### src/rtl/voting_result_announcer.sv
// voting_result_announcer: latches vote counts on the voting-over rising edge,
// resolves winner/tie, and sends the results as a UART 8N1 frame.
// Ports:
//   clk, rst        - clock, synchronous active-high reset
//   i_voting_over   - voting closed level; its rising edge triggers a frame
//   i_count1..3     - candidate totals (COUNT_W bits each)
//   o_tx            - serial line, LSB first, idles high
//   o_busy          - high from trigger until the last stop bit ends
//   o_done          - frame complete, held until i_voting_over drops
//   o_winner, o_tie - resolved result, held until next trigger or reset
// Build option: define VOTE_CHECKSUM_EN to append an XOR checksum byte.
module voting_result_announcer #(
    parameter int COUNT_W      = 6,
    parameter int CLKS_PER_BIT = 4
) (
    input  logic               clk,
    input  logic               rst,
    input  logic               i_voting_over,
    input  logic [COUNT_W-1:0] i_count1,
    input  logic [COUNT_W-1:0] i_count2,
    input  logic [COUNT_W-1:0] i_count3,
    output logic               o_tx,
    output logic               o_busy,
    output logic               o_done,
    output logic [1:0]         o_winner,
    output logic               o_tie
);
    typedef enum logic [2:0] {IDLE, CALC, START, DATA, STOP, DONE} state_t;
`ifdef VOTE_CHECKSUM_EN
    localparam logic [2:0] LAST_IDX = 3'd5;
`else
    localparam logic [2:0] LAST_IDX = 3'd4;
`endif
    state_t state_q, state_d;
    logic hist_q, tx_q, tx_d, busy_q, busy_d, done_q, done_d, tie_q, tie_d;
    logic [1:0] win_q, win_d;
    logic [COUNT_W-1:0] c1_q, c1_d, c2_q, c2_d, c3_q, c3_d;
    logic [7:0] baud_q, baud_d;
    logic [2:0] bit_q, bit_d, idx_q, idx_d;
    logic [7:0] status, byte_c;
    logic trig, last_baud, u1, u2, u3;

    assign trig      = state_q == IDLE && i_voting_over && !hist_q;
    assign last_baud = baud_q == 8'(CLKS_PER_BIT - 1);
    assign u1        = c1_q > c2_q && c1_q > c3_q;
    assign u2        = c2_q > c1_q && c2_q > c3_q;
    assign u3        = c3_q > c1_q && c3_q > c2_q;
    assign status    = {5'b0, tie_q, win_q};
`ifdef VOTE_CHECKSUM_EN
    logic [7:0] chk;
    assign chk    = 8'hA5 ^ 8'(c1_q) ^ 8'(c2_q) ^ 8'(c3_q) ^ status;
    assign byte_c = idx_q == 3'd0 ? 8'hA5 : idx_q == 3'd1 ? 8'(c1_q) :
                    idx_q == 3'd2 ? 8'(c2_q) : idx_q == 3'd3 ? 8'(c3_q) :
                    idx_q == 3'd4 ? status : chk;
`else
    assign byte_c = idx_q == 3'd0 ? 8'hA5 : idx_q == 3'd1 ? 8'(c1_q) :
                    idx_q == 3'd2 ? 8'(c2_q) : idx_q == 3'd3 ? 8'(c3_q) : status;
`endif
    // o_tx is registered from the current state, so the line lags the
    // state machine by one cycle (start bit appears two edges after trigger)
    assign tx_d = state_q == START ? 1'b0 : state_q == DATA ? byte_c[bit_q] : 1'b1;

    always_comb begin
        state_d = state_q;
        busy_d  = busy_q;
        done_d  = done_q;
        win_d   = win_q;
        tie_d   = tie_q;
        c1_d    = trig ? i_count1 : c1_q;
        c2_d    = trig ? i_count2 : c2_q;
        c3_d    = trig ? i_count3 : c3_q;
        baud_d  = (state_q == START || state_q == DATA || state_q == STOP) ?
                  (last_baud ? 8'd0 : baud_q + 8'd1) : 8'd0;
        bit_d   = bit_q;
        idx_d   = idx_q;
        case (state_q)
            IDLE: if (trig) begin
                state_d = CALC;
                busy_d  = 1'b1;
                done_d  = 1'b0;
                bit_d   = 3'd0;
                idx_d   = 3'd0;
            end
            CALC: begin
                win_d   = u1 ? 2'd1 : u2 ? 2'd2 : u3 ? 2'd3 : 2'd0;
                tie_d   = !(u1 || u2 || u3) && (c1_q != '0 || c2_q != '0 || c3_q != '0);
                state_d = START;
            end
            START: state_d = last_baud ? DATA : START;
            DATA: if (last_baud) begin
                bit_d   = bit_q + 3'd1;
                state_d = bit_q == 3'd7 ? STOP : DATA;
            end
            STOP: if (last_baud) begin
                state_d = idx_q == LAST_IDX ? DONE : START;
                idx_d   = idx_q == LAST_IDX ? idx_q : idx_q + 3'd1;
            end
            DONE: begin
                // first DONE cycle lets the final stop bit finish on the line
                busy_d  = done_q ? busy_q : 1'b0;
                done_d  = !done_q || i_voting_over;
                state_d = done_q && !i_voting_over ? IDLE : DONE;
            end
            default: state_d = IDLE;
        endcase
    end

    always_ff @(posedge clk) begin
        if (rst) begin
            state_q <= IDLE;
            hist_q  <= 1'b1;
            tx_q    <= 1'b1;
            busy_q  <= 1'b0;
            done_q  <= 1'b0;
            win_q   <= 2'd0;
            tie_q   <= 1'b0;
            c1_q    <= '0;
            c2_q    <= '0;
            c3_q    <= '0;
            baud_q  <= 8'd0;
            bit_q   <= 3'd0;
            idx_q   <= 3'd0;
        end else begin
            state_q <= state_d;
            hist_q  <= i_voting_over;
            tx_q    <= tx_d;
            busy_q  <= busy_d;
            done_q  <= done_d;
            win_q   <= win_d;
            tie_q   <= tie_d;
            c1_q    <= c1_d;
            c2_q    <= c2_d;
            c3_q    <= c3_d;
            baud_q  <= baud_d;
            bit_q   <= bit_d;
            idx_q   <= idx_d;
        end
    end

    assign o_tx     = tx_q;
    assign o_busy   = busy_q;
    assign o_done   = done_q;
    assign o_winner = win_q;
    assign o_tie    = tie_q;
endmodule

### config.mk
export PLATFORM = sky130hd
export DESIGN_NAME = voting_result_announcer
export DESIGN_NICKNAME = d
export VERILOG_FILES = /design/src/rtl/voting_result_announcer.sv
export SDC_FILE = /design/constraint.sdc
export NUM_CORES = 1
export LEC_CHECK = 0
export BUFFER_PORTS_ARGS = -buffer_cell sky130_fd_sc_hd__clkbuf_2
export CAP_MARGIN = 30
export CORE_MARGIN = 8
export CORE_UTILIZATION = 42
export DETAILED_ROUTE_END_ITERATION = 10
export GPL_ROUTABILITY_DRIVEN = 0
export PLACE_DENSITY = 0.71
export SYNTH_ARGS = -nofsm -noshare
export SYNTH_HDL_FRONTEND = slang
export SYNTH_SLANG_ARGS = --single-unit
### constraint.sdc
create_clock -name clk -period 2.2 [get_ports clk]
set_input_delay 0.44 -clock clk [delete_from_list [all_inputs] [get_ports clk]]
set_output_delay 0.44 -clock clk [all_outputs]
set_load 0.05 [all_outputs]
Word-level counts from Yosys, hierarchy flattened --
Index checks and enable logic that the tools add are counted.
Cells by class: reduce and logical (&&, ||, !) cells 32, mux-type cells 30, add/subtract/negate cells 3, bitwise operators 1, magnitude comparators 7, equality and inequality tests 16
Operators with widths (number):
- greater-than comparator 6 bit | 6
- two-way mux 3 bit | 10
- two-way mux 6 bit | 3
- one-hot mux 3 bit (6 select lines) | 1
- nonzero test 6 bit | 3
- == test 3 x 2 -> 1 bit (second input constant) | 4
- == test 3 bit (second input constant) | 4
- one-hot mux 3 bit (2 select lines) | 2
- inequality test 2 bit (second input constant) | 5
- AND reduction 3 bit | 3
- adder 8 x 1 -> 8 bit (second input constant) | 1
- == test 8 x 2 -> 1 bit (second input constant) | 1
- two-way mux 8 bit | 1
- logical AND 1 bit | 7
- logical OR 1 bit | 7
- two-way mux 1 bit | 7
- adder 3 x 1 -> 3 bit (second input constant) | 2
- == test 3 x 1 -> 1 bit (second input constant) | 2
- zero test 3 bit | 2
- two-way mux 2 bit | 3
- nonzero test 2 bit | 3
- zero test 1 bit | 4
- less-than comparator 3 x 4 -> 1 bit (second input constant) | 1
- one-hot mux 1 bit (2 select lines) | 2
- 5 further kinds | 5
Storage, ports and cells: bits in registers 42, logic and storage cells 102, input port bits 21, output and inout port bits 6

Logic depth before layout (Yosys ltp) --
word-level depth 9, mapped depth 8, gate-level depth less buffers 7

Worst setup path after synthesis --
OpenSTA, ideal clock, no wires.
path type flip-flop to flip-flop, start point reg c2_q[4], end point reg tie_q, in the netlist o_tie, data required time 2.104 ns, slack 0.267 ns, data arrival time 1.837 ns, cell stages (with the launch flop) 8, buffers on the path 0, period minus slack after synthesis 1.933 ns, setup time 0.096 ns, path through dfxtp_1 -> inv_1 -> ha_1 -> a21oi_1 -> nand2_1 -> a211oi_2 -> mux2_4 -> o41ai_2
Between the ends: word-level cells in the longest chain between the ends 6, elaborated cells on any way between the ends 14, classes of those cells order compare: 4; reduce/logical: 10
Ends and longest elaborated chain:
- from (decl) | RTL line 37 | logic [COUNT_W-1:0] c1_q, c1_d, c2_q, c2_d, c3_q, c3_d;
- from (signal assigned) | RTL line 118 | c2_q <= '0;
- from (signal assigned) | RTL line 132 | c2_q <= c2_d;
- greater-than comparator 6 bit (on tied branches) | RTL line 45, 46
- logical AND 1 bit (on tied branches) | RTL line 45, 46
- logical OR 1 bit (2 in a row) | RTL line 86 | tie_d = !(u1 || u2 || u3) && (c1_q != '0 || c2_q != '0 || c3_q != '0);
- zero test 1 bit | RTL line 86
- logical AND 1 bit * | RTL line 86
- to (signal assigned) | RTL line 130 | tie_q <= tie_d;
- to (decl) | RTL line 35 | logic hist_q, tx_q, tx_d, busy_q, busy_d, done_q, done_d, tie_q, tie_d;
Mark *: on every way between the ends. The rest lies on a longest branch, timed or not. A chain may end at the register's enable or synchronous reset.

Worst setup path after layout --
start point reg c1_q[1], end point reg win_q[0], in the netlist o_winner[0]
Between the ends: word-level cells in the longest chain between the ends 5, elaborated cells on any way between the ends 10, classes of those cells order compare: 4; mux: 3; reduce/logical: 3
Ends and longest elaborated chain:
- from (decl) | RTL line 37
- from (signal assigned) | RTL line 117 | c1_q <= '0;
- from (signal assigned) | RTL line 131 | c1_q <= c1_d;
- greater-than comparator 6 bit | RTL line 47 | assign u3 = c3_q > c1_q && c3_q > c2_q;
- logical AND 1 bit | RTL line 47
- two-way mux 2 bit (2 in a row) | RTL line 85 | win_d = u1 ? 2'd1 : u2 ? 2'd2 : u3 ? 2'd3 : 2'd0;
- two-way mux 2 bit * | RTL line 85
- to (signal assigned) | RTL line 129 | win_q <= win_d;
- to (decl) | RTL line 36 | logic [1:0] win_q, win_d;
Marks and branches as above.

==> results.md <==
| Result | Value | Unit |
|---|---|---|
| Source of the worst register-to-register timing path | c1_q[1] | - |
| Outcome | complete, no violations | - |
| Number of optimization iterations in the first detailed-route pass | 4 | - |
| Total of flip-flops plus latches after synthesis | 42 | - |
| Number of filler instances in the final layout | 613 | - |
| Post-Synthesis Cell Area | 2630 | um2 |
| Final hold violations | 0 | - |
| Final Setup Violations | 0 | - |
| Clock-pin slew on the worst setup and hold paths | 0.08 | ns |
| Synth top area cells | sky130_fd_sc_hd__dfxtp_1 (32%), sky130_fd_sc_hd__ha_1 (13%), sky130_fd_sc_hd__nand2_1 (7.8%), sky130_fd_sc_hd__a21oi_1 (6.5%), sky130_fd_sc_hd__nand3_1 (4.6%) | - |
| Worst Clk Skew | 0.00467 | ns |
| Avg Synthesized Cell Area | 8.05 | um2 |
| Post-CTS Repair Setup Buffers | 0 | - |
| Worst-Skew Late Latency | 0.30 | ns |
| Syn Nets | 375 | - |
| Area growth from synthesis to layout | 14.0 | % |
| Library cell occupying the most area in the post-synthesis netlist | sky130_fd_sc_hd__dfxtp_1 | - |
| Adder-Cell Fraction of Synth Area | 12.8 | % |
| Max Fanout on Critical Path | 4 | - |
| Number of design rule violations left after detail routing | 0 | - |
| Post-Synth XOR/XNOR Area | 2.00 | % |
| Slew Limit Headroom | 69.1 | % |
| Synthesized instance count | 327 | - |
| Port buffer count | 26 | - |
| Tcrit/Tclk final | 96.4 | % |
| Detail Placement HPWL | 5110 | um |
| Worst slack, placed | 0.140 | ns |
| Gr usage total | 15.3 | % |
| Minimum clock period | 2.12 | ns |
| Die Wd | 95.2 | um |
| Final Cell Area | 3000 | um2 |
| Antenna Violating Nets Remaining | 0 | - |
| Post-CTS Hold Fix Bufs | 0 | - |
| Effective utilization at floorplan | 42.4 | % |
| Leakage Power | 1.23 | nW |
| Synth Warn # | 0 | - |
| Fraction of layout instances using a drive strength above 1 | 16.5 | % |
| Yosys top cell area share | 31.9 | % |
| Total Wirelength | 6550 | um |
| Asr flop ratio synth | 0 | % |
| Mean number of vias per cell | 5.62 | - |
| F_max | 471 | MHz |
| Via count of the first global-routing pass | 2353 | - |
| Share of the synthesized area in compound gates (AO/OA/AOI/OAI) | 18.7 | % |
| Initial antenna violation count | 0 | - |
| Area of the die | 9060 | um2 |
| Total congestion overflow | 0 | - |
| Final standard cell utilization of the core | 48.4 | % |
| Simple logic cell fraction of the synthesized area | 25.6 | % |
| CTS resizes | 0 | - |
| Signal arrival time at the worst endpoint | 2.37 | ns |
| Clock Root Buffer | sky130_fd_sc_hd__clkbuf_8 | - |
| Die H | 95.2 | um |
| Clock buffer count from CTS | 5 | - |
| CTS tree | yes | - |
| Multiplexer share of the synthesized area | 4.09 | % |
| Worst setup path startpoint | c1_q[1] | - |
| Average detailed-routed wire length per instance | 15.1 | um |
| Final net count | 406 | - |
| Dominant combinational cell family by area after synthesis | simple AND/OR/NAND/NOR gates | - |
| Iteration-0 DRC Markers | 134 | - |
| Number of cells in the finished layout apart from fillers | 435 | - |
| Total I/O pin count | 27 | - |
| Setup repair after global routing missed its margin | false | - |
| Maximum number of pins on one net before global-route repair | 24 | - |
| Placed Cells | 428 | - |
| Min-delay src | i_count3[4] | - |
| Area after DPL | 2890 | um2 |
| Smallest hold slack | 0.353 | ns |
| Max-cap violations | 0 | - |
| Sequential fraction of the synthesis area | 31.9 | % |
| Final Slew Violations | 0 | - |
| Kind of start point of the critical path | register | - |
| Endpoint class of the critical path | register | - |
| HP Class | input port to register | - |
| Total via count in the routed design | 2446 | - |
| Multi-input gate area in the final layout | 1660 | um2 |
| Total power divided by cell area | 567 | nW/um2 |
| Area inside the core boundary | 6200 | um2 |
| Overall power after layout | 1.70 | mW |
| Path type of the worst setup path | register to register | - |
| Main flop type after synthesis | sky130_fd_sc_hd__dfxtp_1 | - |
| H-tree depth reported by CTS | 2 | - |
| Bufs on Longest Clock Path | 2 | - |
| Data required time of the critical path | 2.45 | ns |
| Final setup TNS | 0 | ns |
| Count of standard-cell rows | 29 | - |
| Post-synth EDFFs | 0 | - |
| Maximum ir drop on the vdd rail | 0.294 | mV |
| Clock tree sinks | 42 | - |
| Number of diodes added for antenna fixing | 0 | - |
| Final setup slack of the worst path | 0.0790 | ns |
| Register area | 841 | um2 |
| Synth unique cells | 54 | - |
| Slew at the pin with the worst max-slew slack | 0.458 | ns |
| Global-route wire length before repair | 11000 | um |
-- final cells by class --
type / instances / area share [%]
Sequential cell: 42 / 28.0
Tap cell: 77 / 3.21
Clock inverter: 1 / 1.00
Inverter: 20 / 2.50
Multi-Input combinational cell: 252 / 55.4
Timing Repair Buffer: 37 / 7.09
Clock buffer: 6 / 2.75
-- worst paths after layout --
check,cells after the start,to,slack (ns)
max reg2reg,7,o_winner[0],0.08
min reg2reg,1,baud_q[0],0.49
min,3,c3_q[4],0.35
max,7,o_winner[0],0.08
-- cell usage in the layout, fill, tap and decap left out, types with 3 or more instances in the layout --
cell type	Yosys	routed
sky130_fd_sc_hd__a21o_1	3	3
sky130_fd_sc_hd__a21oi_1	34	34
sky130_fd_sc_hd__a31oi_1	5	5
sky130_fd_sc_hd__and3_1	4	4
sky130_fd_sc_hd__buf_4	0	11
sky130_fd_sc_hd__clkbuf_2	0	26
sky130_fd_sc_hd__clkbuf_8	0	6
sky130_fd_sc_hd__dfxtp_1	42	42
sky130_fd_sc_hd__ha_1	27	27
sky130_fd_sc_hd__inv_1	20	20
sky130_fd_sc_hd__mux2i_1	7	7
sky130_fd_sc_hd__nand2_1	55	55
sky130_fd_sc_hd__nand2b_1	5	5
sky130_fd_sc_hd__nand3_1	24	24
sky130_fd_sc_hd__nand4_1	4	4
sky130_fd_sc_hd__nor2_1	20	20
sky130_fd_sc_hd__nor2b_1	4	4
sky130_fd_sc_hd__nor3b_1	3	3
sky130_fd_sc_hd__nor4_1	4	4
sky130_fd_sc_hd__o21ai_0	5	5
sky130_fd_sc_hd__o22ai_1	3	3
sky130_fd_sc_hd__xor2_1	5	5
-- kinds of logic (layout without fill, tap and decap cells) --
group,count (synthesis),in the layout
mux,10,10
xor+xnor,6,6
simple gates,136,136
fa+ha+maj,27,27
buf+inv,33,64
compound gates,73,73
flops,42,42
-- synth_stat cells (4+ instances only) --
cell	n
sky130_fd_sc_hd__nand2_1	55
sky130_fd_sc_hd__dfxtp_1	42
sky130_fd_sc_hd__a21oi_1	34
sky130_fd_sc_hd__ha_1	27
sky130_fd_sc_hd__nand3_1	24
sky130_fd_sc_hd__inv_1	20
sky130_fd_sc_hd__nor2_1	20
sky130_fd_sc_hd__clkbuf_1	9
sky130_fd_sc_hd__mux2i_1	7
sky130_fd_sc_hd__a31oi_1	5
sky130_fd_sc_hd__nand2b_1	5
sky130_fd_sc_hd__o21ai_0	5
sky130_fd_sc_hd__xor2_1	5
sky130_fd_sc_hd__and3_1	4
sky130_fd_sc_hd__buf_2	4
sky130_fd_sc_hd__nand4_1	4
sky130_fd_sc_hd__nor2b_1	4
sky130_fd_sc_hd__nor4_1	4
-- worst max-delay path: stages, from the launching register on --
cell,delay [ns]
sky130_fd_sc_hd__dfxtp_1,0.42
sky130_fd_sc_hd__inv_1,0.09
sky130_fd_sc_hd__ha_1,0.31
sky130_fd_sc_hd__nor2b_1,0.14
sky130_fd_sc_hd__o21bai_1,0.20
sky130_fd_sc_hd__nand3_1,0.13
sky130_fd_sc_hd__o41ai_2,0.51
sky130_fd_sc_hd__o221a_2,0.28
-- per-layer routing --
| metal | track usage (%) | wire (um) | vias to the layer above |
|---|---|---|---|
| li1 | - | - | 1218 |
| met5 | 0 | 0 | - |
| met4 | 8.32 | 148 | 0 |
| met1 | 18.6 | 2840 | 1156 |
| met2 | 24.9 | 3170 | 61 |
| met3 | 2.99 | 387 | 11 |
-- state kept, by name, summed over array words and instances (netlist names) --
register and flops:
idx_q 3, o_busy 1, c1_q 6, o_tx 1
o_winner 2, baud_q 8, hist_q 1, c3_q 6
o_done 1, o_tie 1, bit_q 3, state_q 3
c2_q 6
-- power breakdown --
group	internal (mW)	switching (mW)	leakage (nW)	total, mW
Combinational	0.116	0.151	0.830	0.267
Clock	0.363	0.267	0.0573	0.630
Sequential	0.778	0.0257	0.340	0.804
Total	1.26	0.444	1.23	1.70
Power figures use the tool's default switching activity.
